<file path="config.mk">
export PLATFORM = sky130hd
export DESIGN_NAME = calculator_core
export DESIGN_NICKNAME = d
export VERILOG_FILES = /design/src/rtl/calc_pkg.sv /design/src/rtl/bcd_digit_addsub.sv /design/src/rtl/calculator_core.sv
export SDC_FILE = /design/constraint.sdc
export NUM_CORES = 1
export LEC_CHECK = 0
export BUFFER_PORTS_ARGS = -buffer_cell sky130_fd_sc_hd__buf_2
export CAP_MARGIN = 20
export CORE_ASPECT_RATIO = 0.6
export CORE_MARGIN = 2
export CORE_UTILIZATION = 61
export CTS_CLUSTER_DIAMETER = 60
export DETAILED_ROUTE_END_ITERATION = 16
export GPL_TIMING_DRIVEN = 0
export PLACE_DENSITY_LB_ADDON = 0.25
export SLEW_MARGIN = 5
export SYNTH_ARGS = -nofsm -noshare
export SYNTH_HDL_FRONTEND = slang
export SYNTH_HIERARCHICAL = 1
export SYNTH_SLANG_ARGS = --single-unit
</file>
<file path="constraint.sdc">
create_clock -name clk -period 4.8 [get_ports clk]
set_input_delay 0.24 -clock clk [delete_from_list [all_inputs] [get_ports clk]]
set_output_delay 0.24 -clock clk [all_outputs]
set_load 0.02 [all_outputs]
</file>
<file path="src/rtl/calc_pkg.sv">
// rtl/calc_pkg.sv - shared types and constants for the BCD calculator core
package calc_pkg;

    localparam int NUM_DIGITS_DEFAULT = 4;
    localparam int DIGIT_W            = 4;

    typedef enum logic [1:0] {
        OP_NONE = 2'd0,
        OP_ADD  = 2'd1,
        OP_SUB  = 2'd2
    } op_t;

    typedef enum logic [1:0] {
        ST_ENTRY  = 2'd0,
        ST_CALC   = 2'd1,
        ST_RESULT = 2'd2
    } state_t;

    function automatic logic [DIGIT_W-1:0] bcd_inc(input logic [DIGIT_W-1:0] d);
        return (d >= DIGIT_W'(9)) ? '0 : d + 1'b1;
    endfunction

endpackage

</file>
<file path="src/rtl/bcd_digit_addsub.sv">
// rtl/bcd_digit_addsub.sv - single BCD digit adder/subtractor with carry/borrow
module bcd_digit_addsub
    import calc_pkg::*;
(
    input  logic [DIGIT_W-1:0] a,
    input  logic [DIGIT_W-1:0] b,
    input  logic               cin,
    input  logic               sub,
    output logic [DIGIT_W-1:0] sum,
    output logic               cout
);

    localparam logic [DIGIT_W:0] TEN = (DIGIT_W+1)'(10);

    logic [DIGIT_W:0] t;

    always_comb begin
        t    = '0;
        cout = 1'b0;
        if (sub) begin
            // A negative difference shows up as the extra top bit; fold back by adding ten.
            t = {1'b0, a} - {1'b0, b} - {{DIGIT_W{1'b0}}, cin};
            if (t[DIGIT_W]) begin
                cout = 1'b1;
                t    = t + TEN;
            end
        end else begin
            t = {1'b0, a} + {1'b0, b} + {{DIGIT_W{1'b0}}, cin};
            if (t >= TEN) begin
                cout = 1'b1;
                t    = t - TEN;
            end
        end
        sum = t[DIGIT_W-1:0];
    end

endmodule

</file>
<file path="src/rtl/calculator_core.sv">
// rtl/calculator_core.sv - BCD calculator: digit entry, digit-serial add/sub, result display
module calculator_core
    import calc_pkg::*;
#(
    parameter int NUM_DIGITS = NUM_DIGITS_DEFAULT
) (
    input  logic                          clk,
    input  logic                          reset,
    input  logic                          button_clr,
    input  logic                          button_ent,
    input  logic                          button_add,
    input  logic                          button_sub,
    input  logic                          slider_1,
    input  logic                          slider_2,
    input  logic                          slider_3,
    input  logic                          slider_4,
    output logic [DIGIT_W*NUM_DIGITS-1:0] bcd_out,
    output logic [1:0]                    op_pending,
    output logic                          overflow,
    output logic                          busy
);

    localparam int W           = DIGIT_W * NUM_DIGITS;
    localparam int IDX_W       = (NUM_DIGITS > 1) ? $clog2(NUM_DIGITS) : 1;
    localparam int NUM_SLIDERS = (NUM_DIGITS < 4) ? NUM_DIGITS : 4;

    state_t             state_q, state_n;
    op_t                op_q, op_n, new_op;
    logic [W-1:0]       acc_q, acc_n;
    logic [W-1:0]       operand_q, operand_n;
    logic [W-1:0]       res_q, res_n;
    logic [IDX_W-1:0]   idx_q, idx_n;
    logic               carry_q, carry_n;
    logic               ovf_q, ovf_n;
    logic [3:0]         btn_prev, sld_prev;

    logic [3:0]         btn_cur, sld_cur, btn_ev, sld_ev;
    logic               clr_ev, ent_ev, add_ev, sub_ev, any_btn;
    logic [DIGIT_W-1:0] dig_a, dig_b, dig_sum;
    logic               dig_cout;

    assign btn_cur = {button_clr, button_ent, button_add, button_sub};
    assign sld_cur = {slider_4, slider_3, slider_2, slider_1};
    assign btn_ev  = btn_cur & ~btn_prev;
    assign sld_ev  = sld_cur ^ sld_prev;

    // Priority CLR > ENT > ADD > SUB; losers in the same cycle are dropped.
    assign clr_ev  = btn_ev[3];
    assign ent_ev  = btn_ev[2] & ~btn_ev[3];
    assign add_ev  = btn_ev[1] & ~|btn_ev[3:2];
    assign sub_ev  = btn_ev[0] & ~|btn_ev[3:1];
    assign any_btn = |btn_ev;
    assign new_op  = add_ev ? OP_ADD : OP_SUB;

    assign dig_a = acc_q[idx_q*DIGIT_W +: DIGIT_W];
    assign dig_b = operand_q[idx_q*DIGIT_W +: DIGIT_W];

    bcd_digit_addsub u_digit (
        .a    (dig_a),
        .b    (dig_b),
        .cin  (carry_q),
        .sub  (op_q == OP_SUB),
        .sum  (dig_sum),
        .cout (dig_cout)
    );

    always_ff @(posedge clk) begin
        btn_prev <= btn_cur;
        sld_prev <= sld_cur;
        if (reset) begin
            state_q   <= ST_ENTRY;
            op_q      <= OP_NONE;
            acc_q     <= '0;
            operand_q <= '0;
            res_q     <= '0;
            idx_q     <= '0;
            carry_q   <= 1'b0;
            ovf_q     <= 1'b0;
        end else begin
            state_q   <= state_n;
            op_q      <= op_n;
            acc_q     <= acc_n;
            operand_q <= operand_n;
            res_q     <= res_n;
            idx_q     <= idx_n;
            carry_q   <= carry_n;
            ovf_q     <= ovf_n;
        end
    end

    always_comb begin
        state_n   = state_q;
        op_n      = op_q;
        acc_n     = acc_q;
        operand_n = operand_q;
        res_n     = res_q;
        idx_n     = idx_q;
        carry_n   = carry_q;
        ovf_n     = ovf_q;

        if (clr_ev) begin
            state_n   = ST_ENTRY;
            op_n      = OP_NONE;
            acc_n     = '0;
            operand_n = '0;
            idx_n     = '0;
            carry_n   = 1'b0;
            ovf_n     = 1'b0;
        end else begin
            case (state_q)
                ST_ENTRY: begin
                    if (ent_ev) begin
                        if (op_q != OP_NONE) begin
                            state_n = ST_CALC;
                            ovf_n   = 1'b0;
                            carry_n = 1'b0;
                            idx_n   = '0;
                        end
                    end else if (add_ev || sub_ev) begin
                        if (op_q == OP_NONE) begin
                            acc_n     = operand_q;
                            operand_n = '0;
                        end
                        op_n = new_op;
                    end else if (!any_btn) begin
                        for (int i = 0; i < NUM_SLIDERS; i++) begin
                            if (sld_ev[i])
                                operand_n[i*DIGIT_W +: DIGIT_W] =
                                    bcd_inc(operand_q[i*DIGIT_W +: DIGIT_W]);
                        end
                    end
                end
                ST_CALC: begin
                    res_n[idx_q*DIGIT_W +: DIGIT_W] = dig_sum;
                    carry_n = dig_cout;
                    idx_n   = idx_q + 1'b1;
                    if (idx_q == IDX_W'(NUM_DIGITS - 1)) begin
                        acc_n     = res_n;
                        ovf_n     = dig_cout;
                        op_n      = OP_NONE;
                        operand_n = '0;
                        carry_n   = 1'b0;
                        idx_n     = '0;
                        state_n   = ST_RESULT;
                    end
                end
                ST_RESULT: begin
                    if (add_ev || sub_ev) begin
                        op_n      = new_op;
                        operand_n = '0;
                        state_n   = ST_ENTRY;
                    end else if (!any_btn && (|sld_ev)) begin
                        // A fresh entry starts from zero with each toggled digit at one.
                        operand_n = '0;
                        for (int i = 0; i < NUM_SLIDERS; i++) begin
                            if (sld_ev[i])
                                operand_n[i*DIGIT_W +: DIGIT_W] = DIGIT_W'(1);
                        end
                        op_n    = OP_NONE;
                        state_n = ST_ENTRY;
                    end
                end
                default: state_n = ST_ENTRY;
            endcase
        end
    end

    assign bcd_out    = (state_q == ST_RESULT) ? acc_q : operand_q;
    assign op_pending = op_q;
    assign overflow   = ovf_q;
    assign busy       = (state_q == ST_CALC);

endmodule

</file>
# Yosys cells after proc, flatten, opt, wreduce, memory -nomap -nowiden
# Cells that the tools add are included.
# Widths: inputs -> output; s select.
# word_totals
ff_bits	64
latch_bits	0
ramBits	0
romBits	0
input_bits	10
output_inout_bits	20
word_cells	138
n_memories	0
# classes
add_sub_neg	12
n_mul	0
n_div	0
order_cmp	5
eq_ne	17
shift	4
mux	55
bitwise	7
n_reduce_logical	25
# op_table
operator	count
$mux 16	12
$pmux 16 s3	1
$mux 4	11
$neg 4->34	1
$shift 4x34->16 const A	1
$shiftx 4x34->16	1
$pmux 16 s2	1
$shiftx 16x5->4	2
$reduce_and 7->1	4
$mux 2	13
$ne 3x3->1 const B	7
$add 4x1->4 const B	4
$bwmux 16	1
$ge 4x4->1 const B	4
$pmux 2 s3	2
$mux 1	11
$ne 2x2->1 const B	5
$reduce_and 5->1	2
$reduce_and 4->1	2
$reduce_or 4->1	2
$eq 2x2->1 const B	3
$add 4x4->5	1
$add 5x1->5	1
$ge 5x4->1 const B	1
other kinds (24)	32

# Logic depth before layout (Yosys ltp)
# Gate-level depths: netlist of the first run.
# depth
depth_word	10
depth_mapped	17
mapped_depth_nobuf	16

# Modules after synthesis
# The synthesis of the first run kept the hierarchy.
# by_module_without_submodules
mod	instances	cells_per_inst	area_per_inst_um2	seq_area_each_um2
calculator_core	1	444	3753.6	1281.2
bcd_digit_addsub	1	67	589.3	0.0

# Worst setup path before layout of the first run
# OpenSTA, ideal clock, no wires.
# synth_timing
kind	register to register
from	register idx_q[0]
to	register acc_q[14]
setup_time_ns	0.065
arrival_ns	3.997
required_time_ns	4.735
path_slack_ns	0.737
path_stages_with_launch	18
path_buffers	1
period_less_slack_ns	4.063
path_cell_list	dfxtp_1 -> buf_1 -> mux4_2 -> inv_1 -> fa_1 -> fa_1 -> xnor2_2 -> ha_1 -> nand2b_1 -> a221oi_2 -> o22ai_1 -> o2bb2a_4 -> mux2_4 -> o21ai_2 -> a21oi_1 -> a211oi_1 -> a21oi_1 -> nor2_1
# synth_between
elab_chain_len	10
word_cells_on_any_way	21
classes_between	7 x add/sub; 1 x order compare; 2 x eq/ne; 4 x shift; 6 x mux; 1 x reduce/logical
# synth_rtl
element	line_no	rtl
start: declaration	calculator_core.sv:32	logic [IDX_W-1:0] idx_q, idx_n;
start signal: assignment	calculator_core.sv:85	idx_q <= idx_n;
$shiftx 16x5->4 *	calculator_core.sv:55	assign dig_a = acc_q[idx_q*DIGIT_W +: DIGIT_W];
net dig_a[0]	calculator_core.sv:39	logic [DIGIT_W-1:0] dig_a, dig_b, dig_sum;
$add 4x4->5 or $sub 4x4->5 (tied branches)	bcd_digit_addsub.sv:28, bcd_digit_addsub.sv:22	
$add 5x1->5 or $sub 5x1->5 (tied branches)	bcd_digit_addsub.sv:28, bcd_digit_addsub.sv:22	
$sub 4x4->4, or another cell as far along	bcd_digit_addsub.sv:31	t = t - TEN;
$mux 4 (on tied branches)	bcd_digit_addsub.sv:29, bcd_digit_addsub.sv:23	
$mux 4 *	bcd_digit_addsub.sv:20	if (sub) begin
net dig_sum[2]	calculator_core.sv:39	
$shiftx 4x34->16 *	calculator_core.sv:134	res_n[idx_q*DIGIT_W +: DIGIT_W] = dig_sum;
$bwmux 16 *	calculator_core.sv:134	
$mux 16 *	calculator_core.sv:137	if (idx_q == IDX_W'(NUM_DIGITS - 1)) begin
$pmux 16 s2 *	calculator_core.sv:110	case (state_q)
end signal: assignment	calculator_core.sv:82	acc_q <= acc_n;
end: declaration	calculator_core.sv:29	logic [W-1:0] acc_q, acc_n;
# Mark *: on every way through the listed nets, which the timed path passes. The rest lies on a longest branch. The select of a mux whose other input is x is not followed.
# A chain may end at the register's enable or synchronous reset.

# Worst setup path after layout of the first run
# Same ends and word-level chain as after synthesis.

==> metrics.txt, run 1 <==
WL/cell 19.0 um; Boundary Pins 30; Initial Utilization between 60% and 70%; Final nets between 500 and 600; number of remaining DRC errors 0; layout overhead on the synthesized area 13.7%; Yosys reg bits 64; vias in the first global route 3884; Fill cells ~530; Max Cap Viol 0; DP HPWL just over 9000 um; f_max 219 MHz; htree depth 3; Hold Crit Class input pin to register; TritonRoute pass-1 iters 5; final setup vio count 0; Hold Fails Final Rpt 0; first-pass GRT wire length 19700 um; slowest stage delay, CP 0.46 ns; pin count of the biggest net entering global routing 12; RSZ-0062 raised after global routing no; crit path DAT 4.83 ns; Cells after DPL 626; Netlist cell types 55; Slew Limit Fails 0; Initial DRC Count 356; most common cell after layout, fill and taps aside nor2_1; Final Wtd Congestion about 0.93; total gr overflow 0; Worst Skew 0.00542 ns; Inserted Diodes 0; TritonCTS buffer count 9; layout cells sized above 1 between 10% and 20%; min cycle time layout 4.56 ns; multi-input gate area in the final layout 0.00282 mm2; Slew headroom 39.7%; Lkg Pwr roughly 1.9 nW; critical path class register to register; Synth area leader dfxtp_1; Worst-Skew Late Latency 0.34 ns; register area share after synthesis between 20% and 30%; Die H between 60 and 70 um; maximum vdd drop 0.285 mV; input/output buffers 28; Max FO, Critical Path 10; Tcrit/Tclk final a little over nine tenths; Hold WS 0.0255 ns; post-route setup TNS 0 ns; Cell Area, Placed 0.00459 mm2; ANT nets after route 0; Pwr Total 1.50 mW; CTS tree done; CP delay by family, top compound AO/OA/AOI/OAI gates; Worst Setup Slack post-DPL -0.0578 ns; Die W 113 um; async set-reset flop share out of synthesis 0%; Slowest cell on crit path dfxtp_1; most area-consuming cells after synthesis dfxtp_1 (30%), ha_1 (9.5%), a211oi_1 (7.4%); gr usage total 32.2%; CP Cell Sequence buf_4, mux4_2, inv_1, fa_1, fa_1, xnor2_2, ha_1, nand2b_1, a221oi_2, o22ai_1, o2bb2a_4, mux2_4, o21ai_2, a21oi_1, a211oi_1, a21oi_1, nor2_1; Req. time, crit path approximately 5.1 ns; CP Launch Type register; clock root buffer clkbuf_16; EDFF count, synth 0; end-of-flow core utilization 72.7%; final non-filler cell area about 0.005 mm2; most frequent cells in the layout nor2_1 (68), dfxtp_1 (64), a21oi_1 (50), a211oi_1 (43), inv_1 (38); Crit. End Element register; Bufs on Longest Clock Path 2; Reg clk slew, reported paths ~0.050 ns; Slew @ Worst Pin 0.892 ns; via count 4080; core area 0.00679 mm2; antenna violations before repair 0; Post-Synthesis Cells 511; outcome complete, no violations; P per Cell Area 304 mW/mm2; Synth top area share slightly below 30%; syn avg cell area roughly 8.5 um2; FP Rows 23; Die Area 0.00783 mm2; Layout Cells excl Fill about 640; flop-to-flop setup slack 0.24 ns; cell area after synthesis ~0.0043 mm2; clock sink count 64; Via density about 6.4; register area 0.00128 mm2; Yosys warning count 6; final worst setup slack about 0.24 ns; syn nets 558; ys flop type dfxtp_1; final WL 12200 um; number of buffer and inverter stages on the critical path 2
## layout make-up
class	count	share of cell area (%)
Tap cell	87	2.20
Sequential cell	64	25.9
Timing Repair Buffer	28	2.84
Buffer	25	2.20
Clock buffer	12	5.40
Inverter	38	2.89
Multi-Input combinational cell	384	57.0
Clock inverter	4	1.52
## flip-flops by register name (all words and copies together) (netlist names)
register / cells
sld_prev: 4
acc_q: 16
op_pending: 2
idx_q: 2
btn_prev: 4
carry_q: 1
res_q: 16
overflow: 1
operand_q: 16
state_q: 2
## timing repair
action	CTS	global route
gates resized for setup	1	5
setup endpoints to repair	6	16
buffers inserted	0	0
gates cloned	0	0
hold buffers	0	0
## Yosys cell counts, types with 4 or more instances
cell	n
or4_1	4
clkbuf_1	20
o211ai_1	8
nand3b_1	5
o221ai_2	4
o21ai_0	15
nor2b_1	26
or3_1	4
mux2i_1	5
mux4_2	8
ha_1	33
nand2_1	18
nand3_1	7
nor2_1	68
dfxtp_1	64
mux2_2	8
nand2b_1	9
inv_1	38
fa_1	4
xnor2_1	7
nor3_1	11
o31ai_1	4
o41ai_1	4
a211oi_1	43
a21oi_1	50
## kinds of logic (layout without fill, tap and decap cells)
logic type / Yosys count / count (layout) / synth area share (%)
adder cells (fa/ha/maj): 37 / 37 / 11.4
AND/OR/NAND/NOR: 170 / 170 / 20.0
multiplexers: 22 / 22 / 7.72
flip-flops: 64 / 64 / 29.5
XOR/XNOR: 13 / 13 / 3.31
buffers and inverters: 63 / 107 / 5.68
AO/OA/AOI/OAI: 142 / 142 / 22.4
## worst paths after layout
path	to	startpoint	cells after the start
hold reg to reg	res_q[10]	res_q[10]	2
setup / recovery	acc_q[14]	idx_q[0]	17
setup reg to reg	acc_q[14]	idx_q[0]	17
hold / removal	btn_prev[2]	button_ent	1
## routing by layer
metal	part of all wire, %	GRT usage [%]	up-vias	wire length (um)
li1	-	-	1891	-
met1	44	46.3	1921	5410
met2	43	47.7	247	5230
met3	11	9.88	21	1390
met4	1.4	7.59	0	176
met5	0	0	-	0
## where the power goes
group	total [mW]	leakage (nW)	internal (mW)	switching, mW
registers	0.560	0.520	0.545	0.0156
logic	0.207	1.22	0.0714	0.136
clock network	0.736	0.161	0.497	0.239
Power figures use the tool's default switching activity.
==> run 2, diff against run 1 <==
--- a/config.mk
+++ b/config.mk
@@ -5,13 +5,13 @@
 export SDC_FILE = /design/constraint.sdc
 export NUM_CORES = 1
 export LEC_CHECK = 0
-export BUFFER_PORTS_ARGS = -buffer_cell sky130_fd_sc_hd__buf_2
 export CAP_MARGIN = 20
 export CORE_ASPECT_RATIO = 0.6
 export CORE_MARGIN = 2
-export CORE_UTILIZATION = 61
+export CORE_UTILIZATION = 64
 export CTS_CLUSTER_DIAMETER = 60
 export DETAILED_ROUTE_END_ITERATION = 16
+export DONT_BUFFER_PORTS = 1
 export GPL_TIMING_DRIVEN = 0
 export PLACE_DENSITY_LB_ADDON = 0.25
 export SLEW_MARGIN = 5
==> metrics.txt, run 2 (synthesis gave the netlist of run 1 again) <==
FP Rows 23 (unchanged); CTS tree done (unchanged); multi-input gate area in the final layout 0.00282 mm2 (unchanged); via count 4034 (was 4080); beginning of the worst hold path slider_2 (was button_ent); Layout Cells excl Fill 623 (was 642); Max Cap Viol 0 (unchanged); Top Registers acc_q x16, operand_q x16, res_q x16 (unchanged); f_max 222 MHz (was 219 MHz); vias in the first global route 3727 (was 3884); final setup vio count 0 (unchanged); Die H 67.8 um (was 69.4 um); Hold Fails Final Rpt 0 (unchanged); TritonRoute pass-1 iters 5 (unchanged); core area 0.00662 mm2 (was 0.00679 mm2); Req. time, crit path 5.08 ns (was 5.07 ns); layout overhead on the synthesized area 12.3% (was 13.7%); R2R Path Start idx_q[1] (was idx_q[0]); Crit. Startpoint idx_q[1] (was idx_q[0]); Bufs on Longest Clock Path 2 (unchanged); Cells after DPL 598 (was 626); Slew headroom 43.5% (was 39.7%); DP HPWL 9120 um (was 9170 um); antenna violations before repair 1 (was 0); Die W 110 um (was 113 um); first-pass GRT wire length 19100 um (was 19700 um); ANT nets after route 0 (unchanged); Initial Utilization 65.6% (was 63.9%); Reg clk slew, reported paths 0.05 ns (about the same); Final Wtd Congestion 0.925 (was 0.927); gr usage total 35.0% (was 32.2%); Final nets 577 (was 597); WL/cell 19.9 um (was 19.0 um); outcome complete, no violations (unchanged); most frequent cells in the layout nor2_1 (68), dfxtp_1 (64), a21oi_1 (50), a211oi_1 (43), inv_1 (38) (unchanged); clock sink count 64 (unchanged); Tcrit/Tclk final 93.7% (was 95.0%); register area 0.00128 mm2 (unchanged); Fill cells 503 (was 531); clock root buffer clkbuf_16 (unchanged); htree depth 3 (unchanged); Slew @ Worst Pin 0.837 ns (was 0.892 ns); pin count of the biggest net entering global routing 12 (unchanged); Slew Limit Fails 0 (unchanged); Initial DRC Count 523 (was 356); Die Area 0.00748 mm2 (was 0.00783 mm2); post-route setup TNS 0 ns (unchanged); final WL 12400 um (was 12200 um); min cycle time layout 4.50 ns (was 4.56 ns); maximum vdd drop 0.279 mV (was 0.285 mV); layout cells sized above 1 11.4% (was 16.2%); CP Launch Type register (unchanged); input/output buffers 0 (was 28); Crit. End Element register (unchanged); Via density 6.48 (was 6.36); Hold Crit Class input pin to register (unchanged); crit path DAT 4.77 ns (was 4.83 ns); Max FO, Critical Path 10 (unchanged); TritonCTS buffer count 9 (unchanged); Worst-Skew Late Latency 0.34 ns (about the same); RSZ-0062 raised after global routing no (unchanged); critical path class register to register (unchanged); number of remaining DRC errors 0 (unchanged); total gr overflow 0 (unchanged); Boundary Pins 30 (unchanged); Lkg Pwr 1.79 nW (was 1.90 nW); most common cell after layout, fill and taps aside nor2_1 (unchanged); Worst Skew 0.00563 ns (was 0.00542 ns); P per Cell Area 310 mW/mm2 (was 304 mW/mm2)
[run 2: changes by cell type in the layout (fill, tap and decap cells not counted), sizes merged]
cell / change
clkinv: +2
buf: -30
diode: +1
bufinv: +1
dlygate4sd3: +8
clkinvlp: -1
[run 2: power breakdown]
| group | total, mW | switching, mW | internal, mW |
|---|---|---|---|
| clock | 0.747 | 0.242 | 0.505 |
| sequential | 0.562 | 0.0178 | 0.545 |
| combinational | 0.202 | 0.132 | 0.0701 |
| total | 1.51 | 0.391 | 1.12 |
[run 2: what timing repair did]
item                                   CTS  global route
endpoints found under the hold margin    8             0
setup buffers                            0             0
hold buffers                             8             0
setup endpoints to repair                1            10
gates resized for setup                  1             3
[run 2: per-layer routing]
layer	part of all wire [%]	track usage [%]
met1	43	48.9
met2	42	50.8
met3	14	13.0
met4	1.6	10.0
met5	0	0
[run 2: layout make-up]
class                   count  area share [%]
multi-input cells         384            57.7
flip-flops and latches     64            26.3
clock buffers              10            4.70
inverters                  38            2.93
plain buffers              25            2.23
well taps                  87            2.23
clock inverters             6            2.21
repair buffers              8            1.64
diodes                      1          0.0513
[run 2: path summary, 6_finish.rpt]
| path | cells past startpoint | to | slack [ns] |
|---|---|---|---|
| max | 17 | acc_q[14] | 0.30 |
| min | 3 | operand_q[4] | 0.30 |
| max reg2reg | 17 | acc_q[14] | 0.30 |
| min reg2reg | 2 | res_q[9] | 0.50 |
[run 2: critical path, stage by stage, from the launching register on]
cell and delay (ns):
dfxtp_1 0.39, clkbuf_2 0.35, mux4_2 0.34, inv_1 0.07, fa_1 0.42, fa_1 0.45
xnor2_2 0.22, ha_1 0.24, nand2b_1 0.08, a221oi_2 0.23, o22ai_1 0.13, o2bb2a_4 0.23
mux2_4 0.30, o21ai_2 0.29, a21oi_1 0.20, a211oi_1 0.32, a21oi_1 0.07, nor2_1 0.09
[run 2: stage by stage]
stage / instance area (um2) / worst slack [ns] / hold slack, ns / util (%) / total power [mW]
after global routing: 4870 / 0.0507 / 0.363 / 73.6 / 1.56
after global placement: 4450 / 0.149 / 0.268 / 67.3 / 0.754
after floorplan: 4340 / 0.737 / 0.268 / - / 0.712
after CTS: 4870 / 0.0763 / 0.291 / 73.6 / 1.51
final: 4880 / 0.302 / 0.296 / 73.7 / 1.51
after detailed placement: 4450 / 0.00334 / 0.268 / 67.3 / 0.760
